## src/rtl/seq_divmod.sv

```systemverilog
// Multi-cycle unsigned restoring divider: one quotient bit per clock, with a
// start/busy/done handshake and a divide-by-zero flag.
module seq_divmod #(
  parameter int unsigned WIDTH = 8,
  parameter int unsigned CW    = $clog2(WIDTH + 1)
) (
  input  logic             clk,
  input  logic             rst,
  input  logic             start,
  input  logic [WIDTH-1:0] inputA,
  input  logic [WIDTH-1:0] inputB,
  output logic             busy,
  output logic             done,
  output logic [WIDTH-1:0] quotient,
  output logic [WIDTH-1:0] remainder,
  output logic             err
);

  typedef enum logic [1:0] {IDLE, CALC, DONE} state_t;

  state_t           state;
  logic [CW-1:0]    cnt;
  logic [WIDTH-1:0] divisor;
  logic [WIDTH-1:0] prem;
  logic [WIDTH-1:0] shreg;

  logic [WIDTH:0]   shifted;
  logic [WIDTH:0]   trial;
  logic             qbit;
  logic [WIDTH-1:0] prem_nxt;
  logic [WIDTH-1:0] shreg_nxt;

  // One restoring step; the trial subtract is WIDTH+1 bits wide so the
  // borrow (MSB) decides between keeping the difference and restoring.
  always_comb begin
    shifted   = {prem, shreg[WIDTH-1]};
    trial     = shifted - {1'b0, divisor};
    qbit      = ~trial[WIDTH];
    prem_nxt  = qbit ? trial[WIDTH-1:0] : shifted[WIDTH-1:0];
    shreg_nxt = {shreg[WIDTH-2:0], qbit};
  end

  always_ff @(posedge clk) begin
    if (rst) begin
      state     <= IDLE;
      cnt       <= '0;
      divisor   <= '0;
      prem      <= '0;
      shreg     <= '0;
      busy      <= 1'b0;
      done      <= 1'b0;
      quotient  <= '0;
      remainder <= '0;
      err       <= 1'b0;
    end else begin
      case (state)
        IDLE: begin
          done <= 1'b0;
          if (start) begin
            busy    <= 1'b1;
            divisor <= inputB;
            shreg   <= inputA;
            prem    <= '0;
            cnt     <= '0;
            if (inputB == '0) begin
              // Same result the restoring loop would produce with a zero divisor
              state     <= DONE;
              quotient  <= '1;
              remainder <= inputA;
              err       <= 1'b1;
              done      <= 1'b1;
            end else begin
              state <= CALC;
            end
          end
        end
        CALC: begin
          prem  <= prem_nxt;
          shreg <= shreg_nxt;
          if (cnt == CW'(WIDTH - 1)) begin
            state     <= DONE;
            quotient  <= shreg_nxt;
            remainder <= prem_nxt;
            err       <= 1'b0;
            done      <= 1'b1;
          end else begin
            cnt <= cnt + CW'(1);
          end
        end
        DONE: begin
          state <= IDLE;
          done  <= 1'b0;
          busy  <= 1'b0;
        end
        default: begin
          state <= IDLE;
          done  <= 1'b0;
          busy  <= 1'b0;
        end
      endcase
    end
  end

endmodule
```

## config.mk

```make
export PLATFORM = sky130hd
export DESIGN_NAME = seq_divmod
export DESIGN_NICKNAME = d
export VERILOG_FILES = /design/src/rtl/seq_divmod.sv
export SDC_FILE = /design/constraint.sdc
export NUM_CORES = 1
export LEC_CHECK = 0
export CAP_MARGIN = 40
export CORE_MARGIN = 2
export CORE_UTILIZATION = 57
export DETAILED_ROUTE_END_ITERATION = 16
export GPL_ROUTABILITY_DRIVEN = 1
export PLACE_DENSITY_LB_ADDON = 0.08
export SLEW_MARGIN = 5
export SYNTH_ARGS = -nofsm -noshare
export SYNTH_HDL_FRONTEND = slang
export SYNTH_SLANG_ARGS = --single-unit
```

## constraint.sdc

```tcl
create_clock -name clk -period 6 [get_ports clk]
set_clock_uncertainty 0.05 [all_clocks]
set_input_delay 1.5 -clock clk [delete_from_list [all_inputs] [get_ports clk]]
set_output_delay 1.5 -clock clk [all_outputs]
set_load 0.01 [all_outputs]
```

; After elaboration in Yosys (flattened, before gate mapping)
; Cells that the tools add are included.
[classes]
addsub = 2
n_mul = 0
div = 0
n_lt_le_gt_ge = 0
eq_ne = 6
n_shift = 0
muxes = 30
n_bitwise = 2
n_reduce_logical = 9
[ops]
columns = cell, count
row1 = $mux W8, 9
row2 = $pmux W8 S2, 4
row3 = $sub A9 B8 Y9, 1
row4 = $logic_not A8 Y1, 1
row5 = $mux W4, 2
row6 = $ne A2 B2 Y1 const B, 4
row7 = $pmux W4 S2, 1
row8 = $reduce_and A2 Y1, 4
row9 = $mux W1, 7
row10 = $mux W2, 3
row11 = $pmux W1 S2, 3
row12 = $add A4 B1 Y4 const B, 1
row13 = $eq A4 B3 Y1 const B, 1
row14 = $pmux W2 S2, 1
row15 = $reduce_and A4 Y1, 1
row16 = $reduce_and A3 Y1, 1
row17 = $eq A2 B1 Y1 const B, 1
row18 = $logic_not A2 Y1, 1
row19 = $not A1 Y1, 2
row20 = $reduce_bool A2 Y1, 1
[word_totals]
regBits = 49
latch_bits = 0
mem_bits_rw = 0
mem_bits_ro = 0
inputBits = 19
mem_count = 0

; Depth between registers and ports, before layout
; Gate-level depths: netlist of the first run.
[logic_depth]
word_depth = 4
ltp_mapped = 11
mapped_depth_nobuf = 10

; Worst setup path after synthesis of the first run
; No wires, ideal clock.
[synth_timing]
path_kind = input-to-reg
start = input inputB[3]
end = register remainder[0]
arrival_time_ps = 3045
slack_ps = 2778
cell_stages = 6
path_buffers = 1
path_cell_list = or4_1 -> or3_4 -> buf_6 -> nand2_8 -> a21oi_1 -> or3_1
[synth_between]
elab_chain_cells = 3
[synth_rtl]
columns = element, line_no
row1 = start: declaration, 11  ; input logic [WIDTH-1:0] inputB,
row2 = $logic_not A8 Y1, 65  ; if (inputB == '0) begin
row3 = $ne A2 B2 Y1 (no source line), -
row4 = $reduce_and A4 Y1 (no source line), -
row5 = end signal: assignment, 69  ; remainder <= inputA;
row6 = end signal: assignment, 83  ; remainder <= prem_nxt;
row7 = end: declaration, 15  ; output logic [WIDTH-1:0] remainder,
; Every way passes these cells.
; A chain may end at the register's enable or synchronous reset.

; Final worst setup path of the first run
[layout_timing]
start = input start
end = register remainder[0]
[layout_between]
elab_chain_cells = 2
[layout_rtl]
columns = element, line_no
row1 = start: declaration, 9  ; input logic start,
row2 = $ne A2 B2 Y1 (no source line), -
row3 = $reduce_and A4 Y1 (no source line), -
; Every way passes these cells.

==> run summary, run 1 <==
Initial antenna violation count - 0
PnR worst setup slack - 2.559 ns
Biggest fanout along the worst timing path - 17
Sequential cell area in the final layout - 980.9 sq um
Post-cts sizing count - 0
Synth Warn # - 0
Worst Tran Pin Value - 0.8129 ns
Slowest cell on crit path - sky130_fd_sc_hd__or3b_1
Number of remaining DRC errors - 0
Kind of start point of the critical path - input port
Buffers added on ports - 37
FP Rows - 23
Ordered list of cells on the worst path - clkdlybuf4s50_1 > or3b_1 > or3_4 > nand2_8 > a21oi_1 > or3_1
Top area cells in the synthesized netlist - sky130_fd_sc_hd__dfxtp_1 (40%), sky130_fd_sc_hd__nor2_1 (4.9%), sky130_fd_sc_hd__ha_1 (4.6%), sky130_fd_sc_hd__nor3_1 (4.5%), sky130_fd_sc_hd__nand2_1 (4.0%)
Number of CTS-inserted buffers - 5
HP Class - reg2reg
Final setup fails - 0
Worst-case hold slack - 0.4281 ns
Clock net sink count - 49
Worst endpoint required time - 6.14 ns
Data arrival time of the critical path - 3.58 ns
Largest net degree at the start of global routing - 34
Iteration-0 DRC count of the detailed router - 267
Die W - 69.29 um
Hpwl dp - 4.263 mm
Peak supply drop - 0.1768 mV
Fmax achieved - 290.6 MHz
Hold Startpoint - err$_SDFFE_PP0P_
RSZ-0062 raised after global routing - no
# Max-Cap Violations - 0
Final net count - 341
Number of nets in the synthesized netlist - 307
Slowest Stage Delay on Critical Path - 0.50 ns
Worst reg2reg path depth - 11
Chip height - 69.29 um
Top-level I/O count - 38
Clock tree from TritonCTS - built
Floorplan Core Area - 4058 sq um
Number of hold buffers added after cts - 0
Post-synth top area share - 0.4037
Full die area - 4801 sq um
Post-synthesis async set-or-reset flop share - 0
Distinct cells, synth - 56
Final Cycle Share - 0.5734
Initial cell density of the core - 0.5988
Filler Cells Inserted - 345
Average wire per standard cell - 15.66 um
Post-Syn Instances - 278
Diode count - 0
Share of the yosys chip area belonging to registers - 0.4037
Area of the multi-input gates - 1310 sq um
Result of the run - complete, no violations
Total number of vias - 2161
Power Dens Cells - 283.9 nW/um^2
GRT overflow - 0
Overall fraction of global-route tracks in use - 0.2484
Most used flip-flop cell after synthesis - sky130_fd_sc_hd__dfxtp_1
Vias per cell - 5.953
Worst-Skew Late Latency - 0.30 ns
Setup Buffers After CTS - 0
Via count of the first global-routing pass - 2128
Area Overhead vs Synth - 19.88%
Sort of element at the end of the critical path - register
Reg-to-reg setup timing slack - 3.12 ns
Routed WL - 5.684 mm
Wire length of the first global-routing pass - 9.701 mm
Mapped Area - 2430 sq um
Cell count after placement - 355
Clock Tree Buf Depth - 2
Synthesized area divided by synthesized cell count - 8.740 sq um
Number of non-filler instances in the completed layout - 363
Worst setup path class - in2reg
Total negative slack - 0 ns
Clock transition time at the flip-flop clock pins of the worst setup and hold paths - 0.08 ns
Global placer's final weighted congestion - 0.7887
Number of flip-flops and latches in the synthesized netlist - 49
Terminus of the critical flop-to-flop path - remainder[3]$_SDFFE_PP0P_
Commonest non-fill, non-tap cell in the layout - sky130_fd_sc_hd__dfxtp_1
Post-synth top area cell - sky130_fd_sc_hd__dfxtp_1
Most frequent cells in the layout - sky130_fd_sc_hd__dfxtp_1 (49), sky130_fd_sc_hd__clkdlybuf4s50_1 (37), sky130_fd_sc_hd__nor2_1 (32), sky130_fd_sc_hd__nand2_1 (26), sky130_fd_sc_hd__nor3_1 (22)
Layout cells sized above 1 - 0.05751
Pre-Repair DR Iteration Count - 4
Detail Route Antenna Nets - 0
Worst rel slew slack - 0.4581
Hold depth - 2
WHS Endpoint - err$_SDFFE_PP0P_
Number of synthesized flops with an enable pin - 0
Reg2reg start - shreg[7]$_SDFFE_PP0P_
Final Max Tran Viols - 0
Setup slack at placement - 2.242 ns
Final hold violations - 0
Final min period - 3.441 ns
Clock root buffer - sky130_fd_sc_hd__clkbuf_8
Leakage power summed over all cells - 1.092 nW
H-tree lvl count - 2
## kinds of logic after synthesis
logic type               after synthesis  synth area share
AND/OR/NAND/NOR                      108            0.2214
XOR/XNOR                               8           0.02884
multiplexers                           7           0.02884
flip-flops                            49            0.4037
AO/OA/AOI/OAI                         70            0.2055
adder cells (fa/ha/maj)               10           0.05458
buffers and inverters                 26           0.05716
## synth_stat cells, types with 3 or more instances
library cell	n
sky130_fd_sc_hd__a211oi_1	3
sky130_fd_sc_hd__a21o_1	3
sky130_fd_sc_hd__a21oi_1	12
sky130_fd_sc_hd__a22o_1	10
sky130_fd_sc_hd__a311oi_1	6
sky130_fd_sc_hd__and3_1	3
sky130_fd_sc_hd__buf_6	3
sky130_fd_sc_hd__clkbuf_1	7
sky130_fd_sc_hd__dfxtp_1	49
sky130_fd_sc_hd__ha_1	9
sky130_fd_sc_hd__inv_1	13
sky130_fd_sc_hd__mux2i_1	7
sky130_fd_sc_hd__nand2_1	26
sky130_fd_sc_hd__nand3_1	3
sky130_fd_sc_hd__nand3b_1	3
sky130_fd_sc_hd__nor2_1	32
sky130_fd_sc_hd__nor2b_1	3
sky130_fd_sc_hd__nor3_1	22
sky130_fd_sc_hd__o21a_1	3
sky130_fd_sc_hd__o21ai_0	14
sky130_fd_sc_hd__xnor2_1	5
sky130_fd_sc_hd__xor2_1	3
## cell type report
cell class	count	share of cell area
clock buffer	7	0.02964
clock inverter	1	0.01031
inverter	13	0.01675
multi-input combinational	203	0.4497
sequential	49	0.3368
tap	50	0.02148
timing repair buffer	40	0.1353
## where the power goes
part,internal (W),switching [W]
Sequential,0.000344,0.0000158
Combinational,0.000100,0.000124
Clock,0.000136,0.000108
## layer usage
layer,vias to the layer above,GRT usage,share of wire
met5,-,0,0
met4,0,0.1416,0.035
met3,16,0.05523,0.053
met2,66,0.3964,0.47
met1,1011,0.3086,0.44
li1,1068,-,-
## flip-flops by register name, indices dropped and copies added (netlist names)
signal and count:
err 1, divisor 8, quotient 8, state 2, busy 1, done 1
shreg 8, prem 8, remainder 8, cnt 4
## worst max-delay path by stage
stage / from / end / slack, ns / cells past startpoint
3_3_place_gp: start / remainder[0]$_SDFFE_PP0P_ / 2.27 / 6
3_5_place_dp: start / remainder[0]$_SDFFE_PP0P_ / 2.24 / 6
5_1_grt: start / remainder[0]$_SDFFE_PP0P_ / 2.48 / 6
2_1_floorplan: inputB[3] / remainder[0]$_SDFFE_PP0P_ / 2.78 / 6
6_report: start / remainder[0]$_SDFFE_PP0P_ / 2.56 / 6
4_1_cts: start / remainder[0]$_SDFFE_PP0P_ / 2.56 / 6
## critical path, delay by kind of cell
family | cells | cell delay, ns
buf+inv | 1 | 0.48
simple gates | 4 | 1.52
compound gates | 1 | 0.08
## stage by stage
step | util | area, sq um | power, W
2_1_floorplan | - | 2430 | 0.0005288
3_3_place_gp | 0.6852 | 2780 | 0.0005742
3_5_place_dp | 0.6892 | 2796 | 0.0005867
4_1_cts | 0.7179 | 2913 | 0.0008243
5_1_grt | 0.7179 | 2913 | 0.0008688
6_report | 0.7179 | 2913 | 0.0008269
(Power assumes the default switching activity.)
==> run 2: changes to the inputs <==
CORE_UTILIZATION = 53   (was 57)
clock period = 3.21 ns   (was 6 ns; I/O delays follow)
==> run 2 against run 1 <==
Non-clock buffer count increased by 5; critical endpoint is now remainder[3]$_SDFFE_PP0P_; final cell count increased by 1.9%; sequential share of layout area decreased by 0.44 points; highest routed layer unchanged; first-iteration DRC count decreased by 42%; sequential cell count unchanged; largest power group unchanged; critical path depth increased by 5; worst hold slack improved by 0.0068 ns.
==> run summary, run 2 (synthesis gave the netlist of run 1 again) <==
H-tree lvl count - 2 (unchanged)
Top-level I/O count - 38 (unchanged)
Leakage power summed over all cells - 1.115 nW (+2.1%)
Final setup fails - 0 (unchanged)
Sequential cell area in the final layout - 980.9 sq um (unchanged)
Detail Route Antenna Nets - 0 (unchanged)
Total negative slack - 0 ns (unchanged)
Worst-case hold slack - 0.4349 ns (+0.006799 ns)
Area Overhead vs Synth - 21.47%
GR Util met1 - 0.2992 (-0.009402)
Final Max Tran Viols - 0 (unchanged)
Worst Tran Pin Value - 0.6642 ns (-0.1487 ns)
Number of CTS-inserted buffers - 5 (unchanged)
Filler Cells Inserted - 391 (+13%)
Via count of the first global-routing pass - 2019 (-5.1%)
Clock root buffer - sky130_fd_sc_hd__clkbuf_8
Most frequent cells in the layout - sky130_fd_sc_hd__dfxtp_1 (49), sky130_fd_sc_hd__clkdlybuf4s50_1 (37), sky130_fd_sc_hd__nor2_1 (32), sky130_fd_sc_hd__nand2_1 (26), sky130_fd_sc_hd__nor3_1 (22)
Result of the run - complete, no violations
Worst-Skew Late Latency - 0.30 ns (about the same)
Global placer's final weighted congestion - 0.8043 (+2.0%)
# Max-Cap Violations - 0 (unchanged)
Floorplan Core Area - 4384 sq um (+8.0%)
Buffers added on ports - 37 (unchanged)
Met2 layer usage reported by global route - 0.3786 (-0.01777)
Initial antenna violation count - 0 (unchanged)
Clock tree from TritonCTS - built
Largest net degree at the start of global routing - 23 (-32%)
Final Cycle Share - 0.8660
Final min period - 2.780 ns
Commonest non-fill, non-tap cell in the layout - sky130_fd_sc_hd__dfxtp_1
Number of hold buffers added after cts - 0 (unchanged)
Biggest fanout along the worst timing path - 8 (-9)
Power Dens Cells - 527.7 nW/um^2 (+86%)
Chip height - 71.71 um (+3.5%)
Kind of start point of the critical path - register
Vias per cell - 5.754 (-3.3%)
Die W - 71.71 um (+3.5%)
Diode count - 0 (unchanged)
Setup Buffers After CTS - 0 (unchanged)
Data arrival time of the critical path - 2.95 ns (-0.63 ns)
Layout cells sized above 1 - 0.07233 (+0.01482)
Overall fraction of global-route tracks in use - 0.2311 (-0.01726)
Clock transition time at the flip-flop clock pins of the worst setup and hold paths - 0.09 ns (about the same)
Worst endpoint required time - 3.38 ns (-2.76 ns)
Worst rel slew slack - 0.5556 (+0.09752)
Iteration-0 DRC count of the detailed router - 156 (-42%)
HP Class - reg2reg
Clock net sink count - 49 (unchanged)
Sort of element at the end of the critical path - register
Fmax achieved - 359.7 MHz
Wire length of the first global-routing pass - 9.335 mm (-3.8%)
Final hold violations - 0 (unchanged)
Clock Tree Buf Depth - 2 (unchanged)
Initial cell density of the core - 0.5542 (-0.04460)
Gr busiest metal - met2
FP Rows - 24 (+4.3%)
Total number of vias - 2129 (-1.5%)
Final net count - 346 (+1.5%)
Routed WL - 5.727 mm (+0.76%)
GRT overflow - 0 (unchanged)
RSZ-0062 raised after global routing - no
Peak supply drop - 0.3082 mV (+74%)
Number of remaining DRC errors - 0 (unchanged)
Post-cts sizing count - 0 (unchanged)
Hpwl dp - 4.370 mm (+2.5%)
Full die area - 5142 sq um (+7.1%)
Average wire per standard cell - 15.48 um (-1.1%)
GR met3 Demand/Resource - 0.04360 (-0.01163)
Worst setup path class - reg2reg
Pre-Repair DR Iteration Count - 5 (+1)
Area of the multi-input gates - 1310 sq um (unchanged)
run 2: cell count changes in the layout (fill, tap and decap cells not counted), sizes merged:
| cell | delta |
|---|---|
| buf | +5 |
run 2: layer usage:
| metal | vias up | part of all wire |
|---|---|---|
| met2 | 49 | 0.48 |
| met5 | - | 0 |
| met1 | 988 | 0.47 |
| li1 | 1082 | - |
| met3 | 10 | 0.033 |
| met4 | 0 | 0.022 |
run 2: where the power goes:
group / internal, W / switching (W) / leakage (nW)
combinational: 0.000198 / 0.000232 / 0.658
clock: 0.000254 / 0.000201 / 0.0585
sequential: 0.000642 / 0.0000297 / 0.399
run 2: critical path: stages, from the launching register on:
cell and delay [ns]:
sky130_fd_sc_hd__dfxtp_1 0.33, sky130_fd_sc_hd__inv_1 0.11, sky130_fd_sc_hd__ha_1 0.18, sky130_fd_sc_hd__inv_1 0.05
sky130_fd_sc_hd__fa_1 0.39, sky130_fd_sc_hd__a21o_1 0.20, sky130_fd_sc_hd__a221oi_2 0.36, sky130_fd_sc_hd__mux2i_1 0.34
sky130_fd_sc_hd__nor2_1 0.10, sky130_fd_sc_hd__buf_4 0.20, sky130_fd_sc_hd__mux2i_1 0.15, sky130_fd_sc_hd__a211oi_1 0.23
run 2: worst paths after layout:
path                            from                         to  slack [ns]  cells past startpoint
min          divisor[4]$_SDFFE_PP0P_    divisor[4]$_SDFFE_PP0P_        0.43                      1
max            shreg[7]$_SDFFE_PP0P_  remainder[3]$_SDFFE_PP0P_        0.43                     11
max reg2reg    shreg[7]$_SDFFE_PP0P_  remainder[3]$_SDFFE_PP0P_        0.43                     11
min reg2reg  divisor[4]$_SDFFE_PP0P_    divisor[4]$_SDFFE_PP0P_        0.43                      1
run 2: cell type report:
| class | instances | share of cell area |
|---|---|---|
| clock buffers | 7 | 0.02925 |
| clock inverters | 1 | 0.01017 |
| inverters | 13 | 0.01653 |
| multi-input cells | 203 | 0.4438 |
| flip-flops and latches | 49 | 0.3323 |
| well taps | 52 | 0.02204 |
| repair buffers | 45 | 0.1458 |
run 2: per-stage QoR:
step | utilization | cell area (sq um) | total power, W | cells | setup WS, ns
after floorplan | - | 2430 | 0.0009884 | 278 | 0.6857
after global placement | 0.6467 | 2835 | 0.001103 | 362 | 0.1926
after detailed placement | 0.6467 | 2835 | 0.001109 | 362 | 0.1729
after CTS | 0.6732 | 2952 | 0.001558 | 370 | 0.4457
after global routing | 0.6732 | 2952 | 0.001638 | 370 | 0.2911
final | 0.6732 | 2952 | 0.001558 | 370 | 0.4301
